===== src/rtl/mem_arbiter.sv =====
// Two-port (instruction fetch / load-store) arbiter for one shared asynchronous SRAM.
// Each grant runs a fixed ACCESS_CYCLES strobe sequence, then pulses a one-cycle ack.
module mem_arbiter #(
    parameter int ADDR_WIDTH    = 32,
    parameter int DATA_WIDTH    = 32,
    parameter int SRAM_AW       = 20,
    parameter int ACCESS_CYCLES = 3
) (
    input  logic                  clk_50M,
    input  logic                  reset_btn,

    input  logic                  i_req,
    input  logic [ADDR_WIDTH-1:0] i_addr,
    output logic [DATA_WIDTH-1:0] i_rdata,
    output logic                  i_ack,
    output logic                  i_stall,

    input  logic                  d_req,
    input  logic                  d_we,
    input  logic [3:0]            d_be,
    input  logic [ADDR_WIDTH-1:0] d_addr,
    input  logic [DATA_WIDTH-1:0] d_wdata,
    output logic [DATA_WIDTH-1:0] d_rdata,
    output logic                  d_ack,
    output logic                  d_stall,

    output logic [SRAM_AW-1:0]    sram_addr,
    output logic [DATA_WIDTH-1:0] sram_wdata,
    output logic                  sram_data_oe,
    input  logic [DATA_WIDTH-1:0] sram_rdata,
    output logic                  sram_ce_n,
    output logic                  sram_oe_n,
    output logic                  sram_we_n,
    output logic [3:0]            sram_be_n
);

    localparam int CW = $clog2(ACCESS_CYCLES + 1);
    localparam logic [CW-1:0] CNT_ONE  = CW'(1);
    localparam logic [CW-1:0] CNT_TWO  = CW'(2);
    localparam logic [CW-1:0] CNT_LAST = CW'(ACCESS_CYCLES);

    typedef enum logic [1:0] {
        ST_IDLE   = 2'd0,
        ST_ACCESS = 2'd1,
        ST_ACK    = 2'd2
    } state_t;

    typedef enum logic {
        PORT_I = 1'b0,
        PORT_D = 1'b1
    } port_t;

    state_t                state_q, state_d;
    logic [CW-1:0]         cnt_q, cnt_d;
    port_t                 last_grant_q, last_grant_d;
    port_t                 grant_q, grant_d;
    logic                  we_q, we_d;
    logic [3:0]            be_q, be_d;

    logic [SRAM_AW-1:0]    sram_addr_q, sram_addr_d;
    logic [DATA_WIDTH-1:0] sram_wdata_q, sram_wdata_d;
    logic                  sram_ce_n_q, sram_ce_n_d;
    logic                  sram_oe_n_q, sram_oe_n_d;
    logic                  sram_we_n_q, sram_we_n_d;
    logic [3:0]            sram_be_n_q, sram_be_n_d;
    logic                  sram_data_oe_q, sram_data_oe_d;

    logic                  i_ack_q, i_ack_d;
    logic                  d_ack_q, d_ack_d;
    logic [DATA_WIDTH-1:0] i_rdata_q, i_rdata_d;
    logic [DATA_WIDTH-1:0] d_rdata_q, d_rdata_d;

    // Only the word-address bits of the byte addresses reach the SRAM.
    logic unused_addr_bits;
    assign unused_addr_bits = ^{i_addr[ADDR_WIDTH-1:SRAM_AW+2], i_addr[1:0],
                                d_addr[ADDR_WIDTH-1:SRAM_AW+2], d_addr[1:0]};

    always_comb begin
        state_d        = state_q;
        cnt_d          = cnt_q;
        last_grant_d   = last_grant_q;
        grant_d        = grant_q;
        we_d           = we_q;
        be_d           = be_q;
        sram_addr_d    = sram_addr_q;
        sram_wdata_d   = sram_wdata_q;
        sram_ce_n_d    = 1'b1;
        sram_oe_n_d    = 1'b1;
        sram_we_n_d    = 1'b1;
        sram_be_n_d    = 4'hF;
        sram_data_oe_d = 1'b0;
        i_ack_d        = 1'b0;
        d_ack_d        = 1'b0;
        i_rdata_d      = i_rdata_q;
        d_rdata_d      = d_rdata_q;

        case (state_q)
            ST_IDLE: begin
                // D wins ties unless it was the last port served and I is waiting.
                if (d_req && (!i_req || last_grant_q == PORT_I)) begin
                    grant_d      = PORT_D;
                    last_grant_d = PORT_D;
                    we_d         = d_we;
                    be_d         = d_be;
                    sram_addr_d  = d_addr[SRAM_AW+1:2];
                    sram_wdata_d = d_wdata;
                    cnt_d        = CNT_ONE;
                    state_d      = ST_ACCESS;
                end else if (i_req) begin
                    grant_d      = PORT_I;
                    last_grant_d = PORT_I;
                    we_d         = 1'b0;
                    be_d         = 4'hF;
                    sram_addr_d  = i_addr[SRAM_AW+1:2];
                    cnt_d        = CNT_ONE;
                    state_d      = ST_ACCESS;
                end
            end

            ST_ACCESS: begin
                if (cnt_q == CNT_LAST) begin
                    cnt_d   = '0;
                    state_d = ST_ACK;
                    if (grant_q == PORT_D) begin
                        d_ack_d = 1'b1;
                        if (!we_q) begin
                            d_rdata_d = sram_rdata;
                        end
                    end else begin
                        i_ack_d = 1'b1;
                        if (!we_q) begin
                            i_rdata_d = sram_rdata;
                        end
                    end
                end else begin
                    cnt_d = cnt_q + CNT_ONE;
                end
            end

            ST_ACK: begin
                state_d = ST_IDLE;
            end

            default: begin
                state_d = ST_IDLE;
                cnt_d   = '0;
            end
        endcase

        // Strobes are registered, so they are derived from the cycle about to begin.
        if (state_d == ST_ACCESS) begin
            sram_ce_n_d = 1'b0;
            if (we_d) begin
                sram_data_oe_d = 1'b1;
                sram_be_n_d    = ~be_d;
                sram_we_n_d    = !((cnt_d >= CNT_TWO) && (cnt_d < CNT_LAST));
            end else begin
                sram_oe_n_d = 1'b0;
                sram_be_n_d = 4'h0;
            end
        end
    end

    always_ff @(posedge clk_50M or negedge reset_btn) begin
        if (!reset_btn) begin
            state_q        <= ST_IDLE;
            cnt_q          <= '0;
            last_grant_q   <= PORT_I;
            grant_q        <= PORT_I;
            we_q           <= 1'b0;
            be_q           <= 4'h0;
            sram_addr_q    <= '0;
            sram_wdata_q   <= '0;
            sram_ce_n_q    <= 1'b1;
            sram_oe_n_q    <= 1'b1;
            sram_we_n_q    <= 1'b1;
            sram_be_n_q    <= 4'hF;
            sram_data_oe_q <= 1'b0;
            i_ack_q        <= 1'b0;
            d_ack_q        <= 1'b0;
            i_rdata_q      <= '0;
            d_rdata_q      <= '0;
        end else begin
            state_q        <= state_d;
            cnt_q          <= cnt_d;
            last_grant_q   <= last_grant_d;
            grant_q        <= grant_d;
            we_q           <= we_d;
            be_q           <= be_d;
            sram_addr_q    <= sram_addr_d;
            sram_wdata_q   <= sram_wdata_d;
            sram_ce_n_q    <= sram_ce_n_d;
            sram_oe_n_q    <= sram_oe_n_d;
            sram_we_n_q    <= sram_we_n_d;
            sram_be_n_q    <= sram_be_n_d;
            sram_data_oe_q <= sram_data_oe_d;
            i_ack_q        <= i_ack_d;
            d_ack_q        <= d_ack_d;
            i_rdata_q      <= i_rdata_d;
            d_rdata_q      <= d_rdata_d;
        end
    end

    assign sram_addr    = sram_addr_q;
    assign sram_wdata   = sram_wdata_q;
    assign sram_ce_n    = sram_ce_n_q;
    assign sram_oe_n    = sram_oe_n_q;
    assign sram_we_n    = sram_we_n_q;
    assign sram_be_n    = sram_be_n_q;
    assign sram_data_oe = sram_data_oe_q;

    assign i_ack   = i_ack_q;
    assign d_ack   = d_ack_q;
    assign i_rdata = i_rdata_q;
    assign d_rdata = d_rdata_q;

    assign i_stall = i_req & ~i_ack_q;
    assign d_stall = d_req & ~d_ack_q;

endmodule


===== config.mk =====
export PLATFORM = sky130hd
export DESIGN_NAME = mem_arbiter
export DESIGN_NICKNAME = d
export VERILOG_FILES = /design/src/rtl/mem_arbiter.sv
export SDC_FILE = /design/constraint.sdc
export NUM_CORES = 1
export LEC_CHECK = 0
export CAP_MARGIN = 25
export CORE_MARGIN = 2
export CORE_UTILIZATION = 40
export CTS_BUF_LIST = sky130_fd_sc_hd__clkbuf_16
export CTS_CLUSTER_SIZE = 16
export DETAILED_ROUTE_END_ITERATION = 8
export GPL_ROUTABILITY_DRIVEN = 0
export GPL_TIMING_DRIVEN = 0
export PLACE_DENSITY = 0.86
export SLEW_MARGIN = 20
export SYNTH_ARGS = -nofsm -noshare
export SYNTH_HDL_FRONTEND = slang
export SYNTH_SLANG_ARGS = --single-unit

===== constraint.sdc =====
create_clock -name clk_50M -period 1.95 [get_ports clk_50M]
set_input_delay 0.39 -clock clk_50M [delete_from_list [all_inputs] [get_ports clk_50M]]
set_output_delay 0.39 -clock clk_50M [all_outputs]
set_load 0.02 [all_outputs]

======== Word-level counts from Yosys, hierarchy flattened ========
Cells that the tools add are included.
storage, ports and cells
  register bits after elaboration ......... 136
  output and inout bits ................... 128
  word-level logic and storage cells ...... 73
operators by class
  reductions and logical operators ........ 11
  order comparisons ....................... 2
  bitwise logic cells ..................... 7
  add/sub/neg operators ................... 1
  equal/unequal tests ..................... 4
  mux-type cells .......................... 32
operator list
  cell                 number
  $mux 20              2
  $mux 4               5
  $mux 1               17
  $mux 2               6
  $reduce_and 4->1     2
  $pmux 2 s3           1
  $eq 2x1->1 const B   2
  $eq 2x2->1 const B   2
  $not 1->1            4
  $not 4->4            1
  $pmux 2 s2           1
  $reduce_and 2->1     2
  $add 2x1->2 const B  1
  $and 1x1->1          2
  $ge 2x2->1 const B   1
  $logic_and 1x1->1    2
  $logic_not 1->1      2
  $logic_not 2->1      1
  $lt 2x2->1 const B   1
  $reduce_bool 2->1    1
  $logic_or 1x1->1     1

======== Logic depth before layout (Yosys ltp) ========
Gate-level depths: netlist of run 1.
  word-level depth ........................ 10
  gate-level depth with buffers ........... 6
  gate-level depth less buffers ........... 5

======== Worst setup path before layout of run 1 ========
Ideal clock, no wire load.
  kind .................................... register to register
  from .................................... reg cnt_q[0]
  to ...................................... reg i_rdata_q[12] (netlist: i_rdata[12])
  period minus slack after synthesis ...... 1.630 ns
  data arrival time ....................... 1.505 ns
  cell stages (with the launch flop) ...... 6
  slack ................................... 0.320 ns
  path buffers ............................ 1
  cell sequence ........................... dfrtp_1 -> ha_1 -> nand3b_1 -> nor3_2 -> buf_2 -> mux2_2
on the way
  word-level cells in the longest chain between the ends .. 2
RTL lines
  item                        RTL line  source
  start, declared             54        logic [CW-1:0] cnt_q, cnt_d;
  start signal, assigned      185       cnt_q <= cnt_d;
  $eq 2x2->1                  121       if (cnt_q == CNT_LAST) begin
  $reduce_and 4->1 (no line)  n/a
  end signal, assigned        199       i_rdata_q <= i_rdata_d;
  end, declared               70        logic [DATA_WIDTH-1:0] i_rdata_q, i_rdata_d;
No other way between the ends.
A chain may end at the register's enable or synchronous reset.

======== Worst setup path after layout of run 1 ========
  from .................................... reg sram_oe_n_q (netlist: sram_oe_n)
  to ...................................... out sram_oe_n
RTL lines
  item                    RTL line  source
  start, declared         63        logic sram_oe_n_q, sram_oe_n_d;
  start signal, assigned  193       sram_oe_n_q <= sram_oe_n_d;
  end, declared           32        output logic sram_oe_n,
No word-level cell between the ends.

==> results.json, run 1 <==
{
  "core_um2": 12700,
  "antenna_cells": 0,
  "grt.total_usage_pct": 21.0,
  "cts_root_buffer": "clkbuf_16",
  "crit_cells": 1,
  "min_period_over_period_pct": 98.2,
  "critPathBufInv": 1,
  "period_minus_slack_ps": 1910,
  "num_vias": 4089,
  "dr.pass1.iters": 6,
  "dp_hpwl_um": 10800,
  "nNetsFinal": 819,
  "first_iter_violations": 171,
  "setup_slack_ps": 35.2,
  "htree_levels": 4,
  "ff2ff_setup_slack_ps": 160,
  "syn_inst": 416,
  "io_pins": 265,
  "r2r_start": "cnt_q[0]",
  "grt_pass1_vias": 4613,
  "p_leak_nw": 3.85,
  "tightest_slew_ps": 675,
  "grt-ovfl-total": 0,
  "critPathArrivalTime_ps": 1520,
  "timing.fmax_ghz": 0.522,
  "pre_cts_ws_ps": -429,
  "die_x_um": 118,
  "start_util_pct": 41.1,
  "swShare_pct": 35.7,
  "synth_top_area_cell": "dfrtp_1",
  "critPathKind": "reg -> out",
  "final_common_cell": "clkdlybuf4s50_1",
  "startpoint_type": "register",
  "endpoint": "sram_oe_n",
  "whs_ps": 472,
  "grt_max_degree": 82,
  "power_density_nw_per_um2": 1730,
  "wl_per_cell_um": 16.2,
  "path_cells": "clkdlybuf4s50_1",
  "synth_area_um2": 5210,
  "fin_util_pct": 67.1,
  "antenna_found_initial": 0,
  "worstSetupEndpointType": "output port",
  "p_int_w": 0.00947,
  "clk_pin_slew_ps": 60,
  "critPathMaxFanout": 1,
  "ys_ff_latch": 136,
  "wl_um": 14100,
  "slowest_delay_ps": 610,
  "final_layout_size_suffix_gt1_share_pct": 17.1,
  "synthTopCellsByArea": "dfrtp_1 (62%), mux2_2 (13%), nand2_1 (8.7%)",
  "hold_viol": 0,
  "r2r_cells": 6,
  "pwr-share-comb_pct": 45.8,
  "slew_headroom_pct": 54.7,
  "drc": 0,
  "fp.dieH_um": 118,
  "port_buffers": 240,
  "ctsLongestPathBuffers": 2,
  "cp.required_ps": 1560,
  "num_rows": 41,
  "crit_slowest_cell": "clkdlybuf4s50_1",
  "ir_worst_vdd_uv": 979,
  "netSwitchingPower_w": 0.00526,
  "yosys_warnings": 0,
  "setup-violations-final": 0,
  "cts_tree": "done",
  "outcome": "finished, final reports clean",
  "seq_area_frac_synth_pct": 65.5,
  "grt_pass1_wl_um": 23200,
  "ys_types": 27,
  "min_path_type": "reg -> reg",
  "area_growth_syn_to_layout_pct": 63.2,
  "antenna_left": 0,
  "syn_area_per_cell_um2": 12.5,
  "synth_top_area_share_pct": 62.0,
  "cp_top_family": "buffers and inverters",
  "seqPwrFrac_pct": 33.8,
  "final_cell_mix": "clkdlybuf4s50_1 (229), dfrtp_1 (129), nand2_1 (120)",
  "cts_made_buffers": 17,
  "maxCapViolCount": 0,
  "clkPwrFrac_pct": 20.4,
  "syn-num-nets": 554,
  "dieArea_um2": 14000,
  "crit_path_start": "sram_oe_n",
  "clock-sinks": 136,
  "slew_violations": 0,
  "skew_ps": 6.12,
  "via_per_inst": 4.72,
  "insertion_delay_ps": 400,
  "rr_endpoint": "d_rdata[9]"
}
-- registers in the layout, indices dropped and copies added (netlist names) --
signal	flops
state_q	2
sram_data_oe	1
we_q	1
sram_oe_n	1
sram_addr	20
d_ack	1
cnt_q	2
d_rdata	32
sram_be_n	4
sram_wdata	32
i_ack	1
i_rdata	32
grant_q	1
sram_we_n	1
sram_ce_n	1
be_q	4
-- how the worst min path moves through the flow --
stage,end,startpoint,cells past startpoint
floorplan,be_q[0],reset_btn,0
global placement,sram_wdata[16],sram_wdata[16],2
detailed placement,sram_wdata[24],reset_btn,1
CTS,sram_wdata[0],sram_wdata[0],2
global route,sram_wdata[6],sram_wdata[6],2
finish,sram_wdata[0],sram_wdata[0],2
-- layer usage --
metal | part of all wire [%] | global-route usage, %
met2 | 53 | 38.7
met5 | 0 | 0
met4 | 1.2 | 7.30
met1 | 39 | 22.6
met3 | 6.9 | 6.64
-- timing repair --
action                                 4_1_cts  5_1_grt
hold buffers                                 1        0
pin swaps                                    0        1
buffers inserted                             0        4
cloned                                       0        0
setup endpoints to repair                   33       66
endpoints found under the hold margin       55        0
resized for setup                            7       16
-- synthesized netlist by cell type --
master	count
mux2i_1	20
nor3_2	1
mux2_1	5
o22a_1	4
or2_2	1
nand2_1	121
inv_2	1
or4b_1	1
dfrtp_1	129
buf_2	9
nor3_1	2
and2_1	2
inv_1	3
a221o_1	1
a32o_1	1
clkbuf_1	10
a21boi_2	1
a211oi_2	1
dfstp_2	7
nor2b_1	2
mux2_2	59
a22oi_2	1
nor2_1	7
o21ai_1	1
nand3b_1	1
o21ai_0	24
ha_1	1
-- layout make-up --
| class | instances | area, um2 |
|---|---|---|
| Fill cell | 975 | 4170 |
| Sequential cell | 136 | 3410 |
| Timing Repair Buffer | 246 | 2480 |
| Multi-Input combinational cell | 257 | 1720 |
| Clock buffer | 17 | 425 |
| Tap cell | 172 | 215 |
| Clock inverter | 15 | 138 |
| Buffer | 19 | 97.6 |
| Inverter | 4 | 15.0 |
-- metrics by stage --
step,instances,TNS [ps],power [W],instance area [um2]
2_1_floorplan,416,0,0.00825,5210
3_3_place_gp,828,-612000,0.0115,7830
3_5_place_dp,829,-12290,0.0118,7860
4_1_cts,862,-33.7,0.0149,8440
5_1_grt,866,-4.96,0.0155,8500
6_report,866,0,0.0147,8500
-- logic make-up after synthesis --
logic type               after synthesis  share of synthesized area, %
AO/OA/AOI/OAI                         34                          4.16
adder cells (fa/ha/maj)                1                         0.240
buffers and inverters                 23                          1.87
flip-flops                           136                          65.5
multiplexers                          84                          17.7
AND/OR/NAND/NOR                      138                          10.5
-- power groups by stage --
| stage | logic (W) | registers [W] | clock network [W] |
|---|---|---|---|
| CTS | 0.00677 | 0.00499 | 0.00309 |
| floorplan | 0.00178 | 0.00647 | 0 |
| global placement | 0.00657 | 0.00490 | 0 |
| global route | 0.00719 | 0.00516 | 0.00320 |
| detailed placement | 0.00675 | 0.00501 | 0 |
| finish | 0.00675 | 0.00498 | 0.00301 |
Power figures use the tool's default switching activity.
==> inputs of run 2 (changes only) <==
Settings changed: CORE_ASPECT_RATIO from default to 0.8.
==> run 2 against run 1 <==
Against the previous run:
- cell count shrank 0.12%
- clock power rose by 6%
- critical path type is now reg -> reg
- highest routed layer unchanged
- largest power group unchanged
- combinational power is 0.7% lower
- first-iteration DRC count down 24%
- largest cell class unchanged
- setup slack improved by 82 ps
- die area about the same
- fmax up 4.5%
- count of clock-buffer cells in the layout stayed put
- worst hold slack lost 32 ps
- global-route usage fell by 0.12 points
- sequential power hardly changed
==> results.json, run 2 (synthesis results as in run 1) <==
{
  "design_area_um2": 8500,
  "critPathKind": "reg -> reg",
  "setup_slack_ps": 117,
  "slew_headroom_pct": 55.4,
  "clock-sinks": 136,
  "netSwitchingPower_w": 0.00520,
  "p_int_w": 0.00965,
  "setup-violations-final": 0,
  "grt_max_degree": 108,
  "placed_cell_area_um2": 7860,
  "tightest_slew_ps": 663,
  "io_pins": 265,
  "area_growth_syn_to_layout_pct": 63.2,
  "min_path_type": "in -> async",
  "final_common_cell": "clkdlybuf4s50_1",
  "pre_cts_ws_ps": -392,
  "clkPwrFrac_pct": 21.6,
  "num_vias": 4072,
  "cts_root_buffer": "clkbuf_16",
  "grt_pass1_wl_um": 22700,
  "swShare_pct": 35.0,
  "slowest_delay_ps": 400,
  "wl_um": 14000,
  "dp_hpwl_um": 10400,
  "fin_total_pwr_w": 0.0149,
  "tns_ps": 0,
  "crit_slowest_cell": "dfrtp_1",
  "rsz0062_at_grt": "no",
  "period_minus_slack_ps": 1830,
  "cts_tree": "done",
  "critPathBufInv": 1,
  "critPathMaxFanout": 10,
  "grt.total_usage_pct": 20.9,
  "ir_worst_vdd_uv": 1050,
  "cp.required_ps": 2230,
  "antenna_left": 0,
  "cts_made_buffers": 17,
  "via_per_inst": 4.71,
  "startpoint_type": "register",
  "critPathArrivalTime_ps": 2120,
  "core_um2": 12800,
  "p_leak_nw": 3.82,
  "nNetsFinal": 816,
  "grt-ovfl-total": 0,
  "antenna_found_initial": 0,
  "seqPwrFrac_pct": 33.4,
  "pwr-share-comb_pct": 45.1,
  "dieArea_um2": 14000,
  "slew_violations": 0,
  "min_period_over_period_pct": 94.0,
  "hold_viol": 0,
  "wl_per_cell_um": 16.1,
  "start_util_pct": 40.8,
  "antenna_cells": 0,
  "power_density_nw_per_um2": 1750,
  "ctsLongestPathBuffers": 2,
  "drc": 0,
  "grt_pass1_vias": 4496,
  "port_buffers": 240,
  "worstSetupEndpointType": "register",
  "insertion_delay_ps": 410,
  "dr.pass1.iters": 4,
  "htree_levels": 4,
  "skew_ps": 8.41,
  "num_rows": 37,
  "die_x_um": 132,
  "path_cells": "ha_1 -> nand3b_1 -> nor2_1 -> nand2_1 -> buf_4 -> mux2_2",
  "final_cell_mix": "clkdlybuf4s50_1 (228), dfrtp_1 (129), nand2_1 (121)",
  "cp_top_family": "simple AND/OR/NAND/NOR gates",
  "fp.dieH_um": 106,
  "clk_pin_slew_ps": 50,
  "first_iter_violations": 130,
  "final_layout_size_suffix_gt1_share_pct": 15.9,
  "outcome": "finished, final reports clean",
  "timing.fmax_ghz": 0.546,
  "maxCapViolCount": 0
}
==> run 2: cell types whose count changed in the layout (fill, tap and decap cells not counted), moves of 3 or more <==
| cell | previous run | this run |
|---|---|---|
| clkinv_1 | 0 | 4 |
| clkinv_2 | 7 | 3 |
| clkinvlp_4 | 4 | 1 |
| dlygate4sd2_1 | 4 | 8 |
| dlymetal6s2s_1 | 6 | 3 |
==> run 2: layer usage <==
layer	GRT usage (%)	share of wire, %	vias to the layer above
met5	0	0	-
met4	6.75	1.4	0
met3	8.25	7.1	19
met2	36.7	52	144
met1	23.5	40	1997
li1	-	-	1912
==> run 2: per-stage QoR <==
stage | cells | utilization, % | hold WS, ps
floorplan | 416 | - | 94.4
global placement | 831 | 61.3 | 460
detailed placement | 832 | 61.5 | 259
CTS | 864 | 66.2 | 406
global route | 865 | 66.5 | 438
finish | 865 | 66.5 | 440
==> run 2: cell type report <==
| type | instances | area (um2) |
|---|---|---|
| multi-input cells | 257 | 1720 |
| fillers | 964 | 4280 |
| repair buffers | 243 | 2450 |
| well taps | 175 | 219 |
| flip-flops and latches | 136 | 3410 |
| inverters | 4 | 15.0 |
| plain buffers | 19 | 97.6 |
| clock inverters | 14 | 165 |
| clock buffers | 17 | 425 |
==> run 2: timing repair <==
action                     in CTS  in global routing
hold buffers                    1                  0
setup buffers                   0                  1
gates resized for setup        10                 15
pin swaps                       0                  1
setup endpoints to repair      38                 53
hold endpoints to repair       29                  0
==> run 2: path summary, 6_finish.rpt <==
check,from,endpoint,depth (start not counted),slack [ps]
hold / removal,reset_btn,sram_wdata[26],2,440
max in group asynchronous,reset_btn,sram_addr[8],3,730
setup / recovery,cnt_q[0],d_rdata[22],6,120
min in group clk_50M,sram_wdata[20],sram_wdata[20],2,470
hold reg to reg,sram_wdata[20],sram_wdata[20],2,470
setup reg to reg,cnt_q[0],d_rdata[22],6,120
==> run 2: power groups by stage <==
stage	registers, W	clock network, W	logic [W]
floorplan	0.00647	0	0.00178
global placement	0.00490	0	0.00657
detailed placement	0.00498	0	0.00676
CTS	0.00496	0.00328	0.00676
global route	0.00513	0.00341	0.00715
finish	0.00496	0.00320	0.00670
